$ cat config.mk
export PLATFORM = sky130hd
export DESIGN_NAME = regfile_wb_arbiter
export DESIGN_NICKNAME = d
export VERILOG_FILES = /design/src/rtl/regfile_wb_arbiter_pkg.sv /design/src/rtl/regfile_wb_arbiter_wb_scoreboard.sv /design/src/rtl/regfile_wb_arbiter.sv
export SDC_FILE = /design/constraint.sdc
export NUM_CORES = 1
export LEC_CHECK = 0
export BUFFER_PORTS_ARGS = -buffer_cell sky130_fd_sc_hd__buf_2
export CAP_MARGIN = 20
export CORE_ASPECT_RATIO = 1.25
export CORE_MARGIN = 2
export CORE_UTILIZATION = 45
export DETAILED_ROUTE_END_ITERATION = 10
export PLACE_DENSITY = 0.81
export SETUP_SLACK_MARGIN = 0.05
export SYNTH_ARGS = -nofsm -noshare
export SYNTH_HDL_FRONTEND = slang
export SYNTH_SLANG_ARGS = --single-unit
$ cat constraint.sdc
create_clock -name clk -period 3.46 [get_ports clk]
set_input_delay 0 -clock clk [delete_from_list [all_inputs] [get_ports clk]]
set_output_delay 0 -clock clk [all_outputs]
set_load 0.05 [all_outputs]
$ cat src/rtl/regfile_wb_arbiter_pkg.sv
// Shared constants for the register-file writeback arbiter.
// Default geometry, starvation limit and stall/write-enable encodings.
package regfile_wb_arbiter_pkg;

   localparam int   DEF_REG_NUM   = 32;
   localparam int   DEF_ADDR_W    = 5;
   localparam int   DEF_DATA_W    = 32;
   localparam int   LU_MAX_WAIT   = 4;

   localparam logic STALL         = 1'b1;
   localparam logic NO_STALL      = 1'b0;
   localparam logic WRITE_ENABLE  = 1'b1;
   localparam logic WRITE_DISABLE = 1'b0;

endpackage

$ cat src/rtl/regfile_wb_arbiter_wb_scoreboard.sv
// Pending-write scoreboard for long-latency destinations, with busy lookups
// that treat a register being retired this cycle as already available.
module wb_scoreboard
   import regfile_wb_arbiter_pkg::*;
#(
   parameter int REG_NUM = DEF_REG_NUM,
   parameter int ADDR_W  = DEF_ADDR_W
) (
   input  logic               clk,
   input  logic               rst,
   input  logic               set_en,
   input  logic [ADDR_W-1:0]  set_addr,
   input  logic               clr_en,
   input  logic [ADDR_W-1:0]  clr_addr,
   input  logic [ADDR_W-1:0]  rd1_addr,
   input  logic [ADDR_W-1:0]  rd2_addr,
   input  logic [ADDR_W-1:0]  wr_addr,
   input  logic [ADDR_W-1:0]  iss_addr,
   output logic               busy1,
   output logic               busy2,
   output logic               busy_w,
   output logic               iss_pend,
   output logic [REG_NUM-1:0] pending
);

   logic [REG_NUM-1:0] pending_q;
   logic [REG_NUM-1:0] pending_d;
   logic [REG_NUM-1:0] clr_vec;
   logic [REG_NUM-1:0] busy_vec;

   // The register-file bypass forwards lu_wdata, so a clearing entry is not busy.
   generate
      for (genvar gi = 0; gi < REG_NUM; gi++) begin : g_busy
         assign clr_vec[gi]  = clr_en && (clr_addr == ADDR_W'(gi));
         assign busy_vec[gi] = pending_q[gi] && !clr_vec[gi];
      end
   endgenerate

   always_comb begin
      pending_d = pending_q & ~clr_vec;
      if (set_en) begin
         pending_d[set_addr] = 1'b1;
      end
      pending_d[0] = 1'b0;
   end

   always_ff @(posedge clk) begin
      if (rst) begin
         pending_q <= '0;
      end else begin
         pending_q <= pending_d;
      end
   end

   assign busy1    = busy_vec[rd1_addr];
   assign busy2    = busy_vec[rd2_addr];
   assign busy_w   = busy_vec[wr_addr];
   assign iss_pend = pending_q[iss_addr];
   assign pending  = pending_q;

endmodule

$ cat src/rtl/regfile_wb_arbiter.sv
// Shares the register-file write port between pipeline writeback (fixed
// priority) and a long-latency unit, and raises hazard/starvation stalls.
module regfile_wb_arbiter
   import regfile_wb_arbiter_pkg::*;
#(
   parameter int REG_NUM  = DEF_REG_NUM,
   parameter int ADDR_W   = DEF_ADDR_W,
   parameter int DATA_W   = DEF_DATA_W,
   parameter int MAX_WAIT = LU_MAX_WAIT
) (
   input  logic               clk,
   input  logic               rst,
   input  logic               wb_we,
   input  logic [ADDR_W-1:0]  wb_waddr,
   input  logic [DATA_W-1:0]  wb_wdata,
   input  logic               lu_valid,
   input  logic [ADDR_W-1:0]  lu_waddr,
   input  logic [DATA_W-1:0]  lu_wdata,
   output logic               lu_ready,
   input  logic               iss_valid,
   input  logic [ADDR_W-1:0]  iss_waddr,
   input  logic               id_re1,
   input  logic [ADDR_W-1:0]  id_raddr1,
   input  logic               id_re2,
   input  logic [ADDR_W-1:0]  id_raddr2,
   input  logic               id_we,
   input  logic [ADDR_W-1:0]  id_waddr,
   output logic               rf_we,
   output logic [ADDR_W-1:0]  rf_waddr,
   output logic [DATA_W-1:0]  rf_wdata,
   output logic               stall_req,
   output logic [REG_NUM-1:0] pending
);

   localparam int              CNT_W   = $clog2(MAX_WAIT + 1);
   localparam logic [CNT_W-1:0] CNT_MAX = CNT_W'(MAX_WAIT);

   logic [CNT_W-1:0] wait_cnt_q;
   logic [CNT_W-1:0] wait_cnt_d;
   logic             starve;
   logic             busy1, busy2, busy_w, iss_pend;
   logic             raw, waw, iss_conf;

   always_comb begin
      rf_we    = WRITE_DISABLE;
      rf_waddr = '0;
      rf_wdata = '0;
      lu_ready = 1'b0;
      if (!rst) begin
         if (wb_we) begin
            rf_we    = WRITE_ENABLE;
            rf_waddr = wb_waddr;
            rf_wdata = wb_wdata;
         end else if (lu_valid) begin
            rf_we    = WRITE_ENABLE;
            rf_waddr = lu_waddr;
            rf_wdata = lu_wdata;
            lu_ready = 1'b1;
         end
      end
   end

   always_comb begin
      wait_cnt_d = '0;
      if (lu_valid && !lu_ready) begin
         wait_cnt_d = (wait_cnt_q == CNT_MAX) ? wait_cnt_q : wait_cnt_q + 1'b1;
      end
   end

   always_ff @(posedge clk) begin
      if (rst) begin
         wait_cnt_q <= '0;
      end else begin
         wait_cnt_q <= wait_cnt_d;
      end
   end

   assign starve = (wait_cnt_q == CNT_MAX);

   wb_scoreboard #(
      .REG_NUM (REG_NUM),
      .ADDR_W  (ADDR_W)
   ) u_scoreboard (
      .clk      (clk),
      .rst      (rst),
      .set_en   (iss_valid && !stall_req),
      .set_addr (iss_waddr),
      .clr_en   (lu_valid && lu_ready),
      .clr_addr (lu_waddr),
      .rd1_addr (id_raddr1),
      .rd2_addr (id_raddr2),
      .wr_addr  (id_waddr),
      .iss_addr (iss_waddr),
      .busy1    (busy1),
      .busy2    (busy2),
      .busy_w   (busy_w),
      .iss_pend (iss_pend),
      .pending  (pending)
   );

   // Issue conflict uses the raw pending bit: a same-cycle retire does not free the slot.
   assign raw      = (id_re1 && busy1) || (id_re2 && busy2);
   assign waw      = id_we && busy_w;
   assign iss_conf = iss_valid && iss_pend;

   assign stall_req = rst ? NO_STALL
                          : ((raw || waw || iss_conf || starve) ? STALL : NO_STALL);

endmodule

==> results.sh, run 1 <==
export IMPL_hold_viol=0
export IMPL_outcome="complete, no violations"
export IMPL_min_path_type="input port to flop"
export IMPL_io_buffers=172
export IMPL_critical_path_cell_chain="buf_2, or4b_4, o31ai_1, mux2i_1, a2111oi_0, a31oi_1, nand4_1, o211ai_1, buf_2"
export IMPL_worstPathArrival_ns=2.60
export IMPL_path_clk_slew_ns=0.07
export IMPL_fmax_mhz=384
export IMPL_clockRootBuffer="clkbuf_8"
export IMPL_yosysWarnings=0
export IMPL_ios=174
export IMPL_ant_nets=0
export IMPL_fin_crit_sh_pct=75.2
export IMPL_design_area_mm2=0.00474
export IMPL_ys_types=67
export IMPL_synth_seq_area_share_pct=17.7
export IMPL_crit_top_cell="buf_2"
export IMPL_drc=0
export IMPL_antenna_cells=0
export IMPL_cts_htree_levels=2
export IMPL_initial_core_util_pct=46.6
export IMPL_cts_hold_buffers_added=0
export IMPL_gr_total_overflow=0
export IMPL_rsz0062_at_grt="false"
export IMPL_first_pass_iters=8
export IMPL_gp_congestion=1.08
export IMPL_required_ns=3.46
export IMPL_ir_drop_mv=0.159
export IMPL_start_kind="input port"
export IMPL_dieArea_mm2=0.00929
export IMPL_endpoint_kind="output port"
export IMPL_tightest_slew_ns=0.728
export IMPL_clkSinkCount=34
export IMPL_post_place_ws_ns=0.638
export IMPL_crit_path_max_incr_delay_ns=0.68
export IMPL_path_max_fanout=21
export IMPL_synth_edf_count=0
export IMPL_crit_family="compound AO/OA/AOI/OAI gates"
export IMPL_wl_per_cell_um=21.9
export IMPL_cts_buffers=5
export IMPL_dpl_cell_area_mm2=0.00467
export IMPL_p_per_area_mw_per_mm2=246
export IMPL_syn_nets=605
export IMPL_routed_wl_um=16000
export IMPL_die_h_um=107
export IMPL_drive_above_1_share_pct=36.7
export IMPL_slew_limit_headroom_pct=51.0
export IMPL_fillers=829
export IMPL_grt_pass1_wl_um=24100
export IMPL_rows=37
export IMPL_cp_slowest_cell="or4b_4"
export IMPL_period_needed_ns=2.60
export IMPL_nets=737
export IMPL_postCtsSetupBuffers=0
export IMPL_grt_max_degree=38
export IMPL_cts_max_path_buffers=2
export IMPL_setup_tns_ns=0
export IMPL_path_class="input port to output port"
export IMPL_drt_iter0_markers=694
export IMPL_syn_mean_instance_area_um2=7.66
export IMPL_finalPower_mw=1.17
export IMPL_clock_latency_ns=0.30
export IMPL_ys_flop_type="dfxtp_1"
export IMPL_layoutNonFillerInstCount=730
export IMPL_die_w_um=86.6
export IMPL_hpwl_um=12200
export IMPL_worst_path_buf_inv=2
export IMPL_viasPerCell=6.78
export IMPL_ys_seq_elements=34
export IMPL_drv_slew=0
export IMPL_synth_area_mm2=0.00384
export IMPL_syn_inst=501
export IMPL_area_growth_pct=23.6
export IMPL_cts_tree="done"
export IMPL_core_mm2=0.00824
export IMPL_setup_viol_count_final=0
export IMPL_antenna_found_initial=1
export IMPL_finalClockSkew_ns=0.00594
export IMPL_grt_pass1_vias=4685
export IMPL_fin_ws_ns=0.858
export IMPL_dp_cells=723
export IMPL_vias=4947
export IMPL_track_usage_pct=32.9
export IMPL_cts_resized=0
export IMPL_drv_cap=0
export IMPL_power_leakage_nw=2.02
export IMPL_synthArstFlopShare_pct=0
==> cell type report <==
type | instances | area (µm²) | area share, %
repair buffers | 182 | 936 | 19.7
well taps | 97 | 121 | 2.56
clock buffers | 7 | 76.3 | 1.61
multi-input cells | 403 | 2900 | 61.2
flip-flops and latches | 34 | 681 | 14.3
inverters | 7 | 26.3 | 0.554
==> cells by family after synthesis <==
logic type               Yosys count  share of synthesized area, %
AND/OR/NAND/NOR                  190                          26.5
buffers and inverters             64                          6.78
multiplexers                      39                          11.1
other                              1                        0.0977
adder cells (fa/ha/maj)            2                         0.652
AO/OA/AOI/OAI                    166                          36.0
flip-flops                        34                          17.7
XOR/XNOR                           5                          1.14
==> report_power, final <==
part | internal, mW | total (mW) | switching (mW)
sequential | 0.396 | 0.403 | 0.00751
combinational | 0.147 | 0.482 | 0.335
clock | 0.139 | 0.284 | 0.146
total | 0.681 | 1.17 | 0.488
==> registers in the layout (all words and copies together), names as in the netlist <==
name                  cells
u_scoreboard.pending     31
wait_cnt_q                3
==> through the flow <==
| stage | hold WS, ns | util (%) |
|---|---|---|
| global placement | 0.385 | 56.7 |
| CTS | 0.102 | 57.6 |
| floorplan | 0.175 | - |
| detailed placement | 0.386 | 56.7 |
| finish | 0.0825 | 57.6 |
| global route | 0.0946 | 57.6 |
==> cell usage after synthesis, types with 8 or more instances <==
cell,instances,area (µm²)
a21oi_1,11,55.1
a22o_1,36,315
a31oi_1,9,56.3
clkbuf_1,45,169
dfxtp_1,34,681
mux2_2,17,191
mux2i_1,20,200
nand2_1,44,165
nand2b_1,14,87.6
nand3_1,30,150
nor2_1,30,113
nor3_1,9,45.0
nor3b_1,8,60.1
o21ai_0,12,60.1
o22ai_1,14,87.6
o31ai_1,20,150
o32ai_2,12,195
==> worst paths after layout <==
path / start / endpoint / slack [ns] / cells past startpoint
worst min register to register: wait_cnt_q[1] / wait_cnt_q[1] / 0.49 / 2
worst max-delay path: wb_we / stall_req / 0.86 / 9
worst min-delay path: wb_we / wait_cnt_q[1] / 0.08 / 3
worst max register to register: u_scoreboard.pending[17] / u_scoreboard.pending[13] / 0.93 / 8
==> cell usage in the layout (no fill, tap or decap), drive strengths merged, types with 9 or more instances in the layout <==
master and instances:
a21oi 11, o311ai 10, a31oi 9, o31ai 23, nor2 30, o21ai 18
o32ai 13, a22o 36, nand3 31, mux2 18, nand2 44, nand2b 14
o22ai 14, buf 182, nor3 9, dfxtp 34, mux2i 20
==> worst register-to-register path, stage by stage (launching register included) <==
cell and delay, ns:
dfxtp_1 0.43, o31ai_1 0.16, or4b_1 0.52, o311ai_1 0.10, nor4_1 0.09, or4_1 0.47
nand3_2 0.09, buf_4 0.37, o32ai_2 0.15
==> metal layers <==
metal	GRT usage (%)	share of wire, %	vias up
li1	-	-	2217
met1	42.9	38	2288
met2	49.6	46	349
met3	6.93	9.7	91
met4	18.9	6.5	2
met5	0	0.081	-
No activity file was read; power rests on OpenSTA's default activity.
==> run 2, diff against run 1 <==
CORE_UTILIZATION = 44   (was 45)
PLACE_DENSITY = 0.83   (was 0.81)
clock period = 2.28 ns   (was 3.46 ns; I/O delays follow)
==> run 2 against run 1 <==
Against the previous run: the flow now finishes with violations (negative setup slack); power rose by 74%; non-clock buffer count rose by 107; clock-buffer cell count fell by 1; sequential cell count did not move; register-to-register slack got worse by 1.1 ns; clock skew rose by 0.015 ns; final cell count rose by 15%; die area rose by 2.2%; global-route usage rose by 5.2 points; worst setup slack got worse by 1.1 ns; critical path depth rose by 3; cell area rose by 27%; largest power group unchanged; highest routed layer is now met4.
==> results.sh, run 2 (synthesis results as in run 1) <==
export IMPL_outcome="complete, but fails checks"
export IMPL_violations="negative setup slack"
export IMPL_final_common_cell="buf_2"
export IMPL_fmax_mhz=396
export IMPL_hold_viol=0
export IMPL_track_usage_pct=38.0
export IMPL_gr_total_overflow=0
export IMPL_layout_common_cells="167 x buf_2, 108 x buf_4, 43 x nand2_1"
export IMPL_seqCellArea_um2=712
export IMPL_crit_path_max_incr_delay_ns=0.46
export IMPL_layoutNonFillerInstCount=842
export IMPL_clkSinkCount=34
export IMPL_cts_hold_buffers_added=0
export IMPL_nets=845
export IMPL_power_leakage_nw=2.65
export IMPL_ant_nets=0
export IMPL_grt_pass1_wl_um=27500
export IMPL_io_buffers=172
export IMPL_crit_top_cell="buf_4"
export IMPL_drive_above_1_share_pct=53.1
export IMPL_dpl_cell_area_mm2=0.00556
export IMPL_initial_core_util_pct=44.8
export IMPL_grt_max_degree=38
export IMPL_drv_slew=0
export IMPL_antenna_cells=0
export IMPL_wl_per_cell_um=23.0
export IMPL_cts_buffers=5
export IMPL_path_class="input port to output port"
export IMPL_rsz0062_at_grt="true"
export IMPL_period_needed_ns=2.52
export IMPL_first_pass_iters=6
export IMPL_cp_slowest_cell="a222oi_1"
export IMPL_clock_latency_ns=0.30
export IMPL_drc=0
export IMPL_endpoint_kind="output port"
export IMPL_vias=5577
export IMPL_worstPathArrival_ns=2.52
export IMPL_crit_family="compound AO/OA/AOI/OAI gates"
export IMPL_critical_path_cell_chain="buf_2, buf_4, buf_4, nand2b_1, o31ai_4, a222oi_1, o41ai_2, a21oi_2, a2111oi_4, buf_4, o211ai_1, buf_4"
export IMPL_cts_tree="done"
export IMPL_slew_limit_headroom_pct=59.8
export IMPL_tightest_slew_ns=0.603
export IMPL_ios=174
export IMPL_fin_ws_ns=-0.245
export IMPL_drt_iter0_markers=709
export IMPL_start_kind="input port"
export IMPL_dp_cells=823
export IMPL_drv_cap=0
export IMPL_routed_wl_um=19400
export IMPL_design_area_mm2=0.00603
export IMPL_setup_viol_count_final=32
export IMPL_die_w_um=87.5
export IMPL_required_ns=2.28
export IMPL_dieArea_mm2=0.00949
export IMPL_multiInputGateArea_mm2=0.00320
export IMPL_p_per_area_mw_per_mm2=337
export IMPL_fin_crit_sh_pct=111
export IMPL_area_growth_pct=57.2
export IMPL_viasPerCell=6.62
export IMPL_rows=38
export IMPL_path_max_fanout=8
export IMPL_die_h_um=108
export IMPL_cts_htree_levels=2
export IMPL_finalPower_mw=2.03
export IMPL_min_path_type="input port to flop"
export IMPL_finalClockSkew_ns=0.0210
export IMPL_path_clk_slew_ns=0.08
export IMPL_ir_drop_mv=0.223
export IMPL_core_mm2=0.00856
export IMPL_hpwl_um=14500
export IMPL_grt_pass1_vias=5200
export IMPL_gp_congestion=1.01
export IMPL_cts_max_path_buffers=2
export IMPL_fillers=692
export IMPL_worst_path_buf_inv=5
export IMPL_antenna_found_initial=0
export IMPL_clockRootBuffer="clkbuf_8"
export IMPL_largest_register_ff_count=31
==> run 2: area by class of cell <==
cell class | instances | area share (%)
Clock inverter | 2 | 0.228
Tap cell | 100 | 2.07
Clock buffer | 6 | 1.20
Multi-Input combinational cell | 404 | 53.0
Timing Repair Buffer | 289 | 31.2
Sequential cell | 34 | 11.8
Inverter | 7 | 0.436
==> run 2: routing by layer <==
layer	part of all wire [%]	wire [µm]	global-route usage, %	vias to the layer above
li1	-	-	-	2446
met1	37	7140	46.4	2606
met2	47	9180	61.1	435
met3	10	1940	9.16	90
met4	5.8	1120	20.2	0
met5	0	0	0	-
==> run 2: what timing repair did <==
action	4_1_cts	5_1_grt
setup buffers	4	4
setup endpoints to repair	32	32
pin swaps	6	11
cloned	1	3
gates resized for setup	10	42
==> run 2: path summary, 6_finish.rpt <==
path,start,endpoint,slack [ns],cells past startpoint
worst max-delay path,lu_waddr[3],stall_req,-0.24,12
worst min-delay path,iss_waddr[1],u_scoreboard.pending[17],0.17,3
worst max register to register,u_scoreboard.pending[14],u_scoreboard.pending[24],-0.19,9
worst min register to register,wait_cnt_q[1],wait_cnt_q[1],0.51,2
==> run 2: stage by stage <==
| step | hold slack [ns] | setup WS [ns] | setup TNS, ns | utilization [%] |
|---|---|---|---|---|
| after floorplan | 0.175 | -0.0825 | -1.21 | - |
| after global placement | 0.408 | -0.315 | -8.39 | 64.9 |
| after detailed placement | 0.413 | -0.396 | -9.32 | 64.9 |
| after CTS | 0.149 | -0.213 | -4.14 | 67.1 |
| after global routing | 0.161 | -0.331 | -7.59 | 70.5 |
| final | 0.168 | -0.245 | -4.49 | 70.5 |
==> run 2: power breakdown <==
part | switching [mW] | internal (mW)
clock network | 0.253 | 0.216
logic | 0.602 | 0.353
registers | 0.00822 | 0.600
==> run 2: worst register-to-register path: stages (launching register included) <==
cell,delay (ns)
dfxtp_2,0.34
mux2_4,0.27
a222oi_1,0.36
and3_1,0.23
a21oi_2,0.07
a2111oi_4,0.33
buf_4,0.18
nand3_4,0.16
buf_12,0.20
o32ai_2,0.22
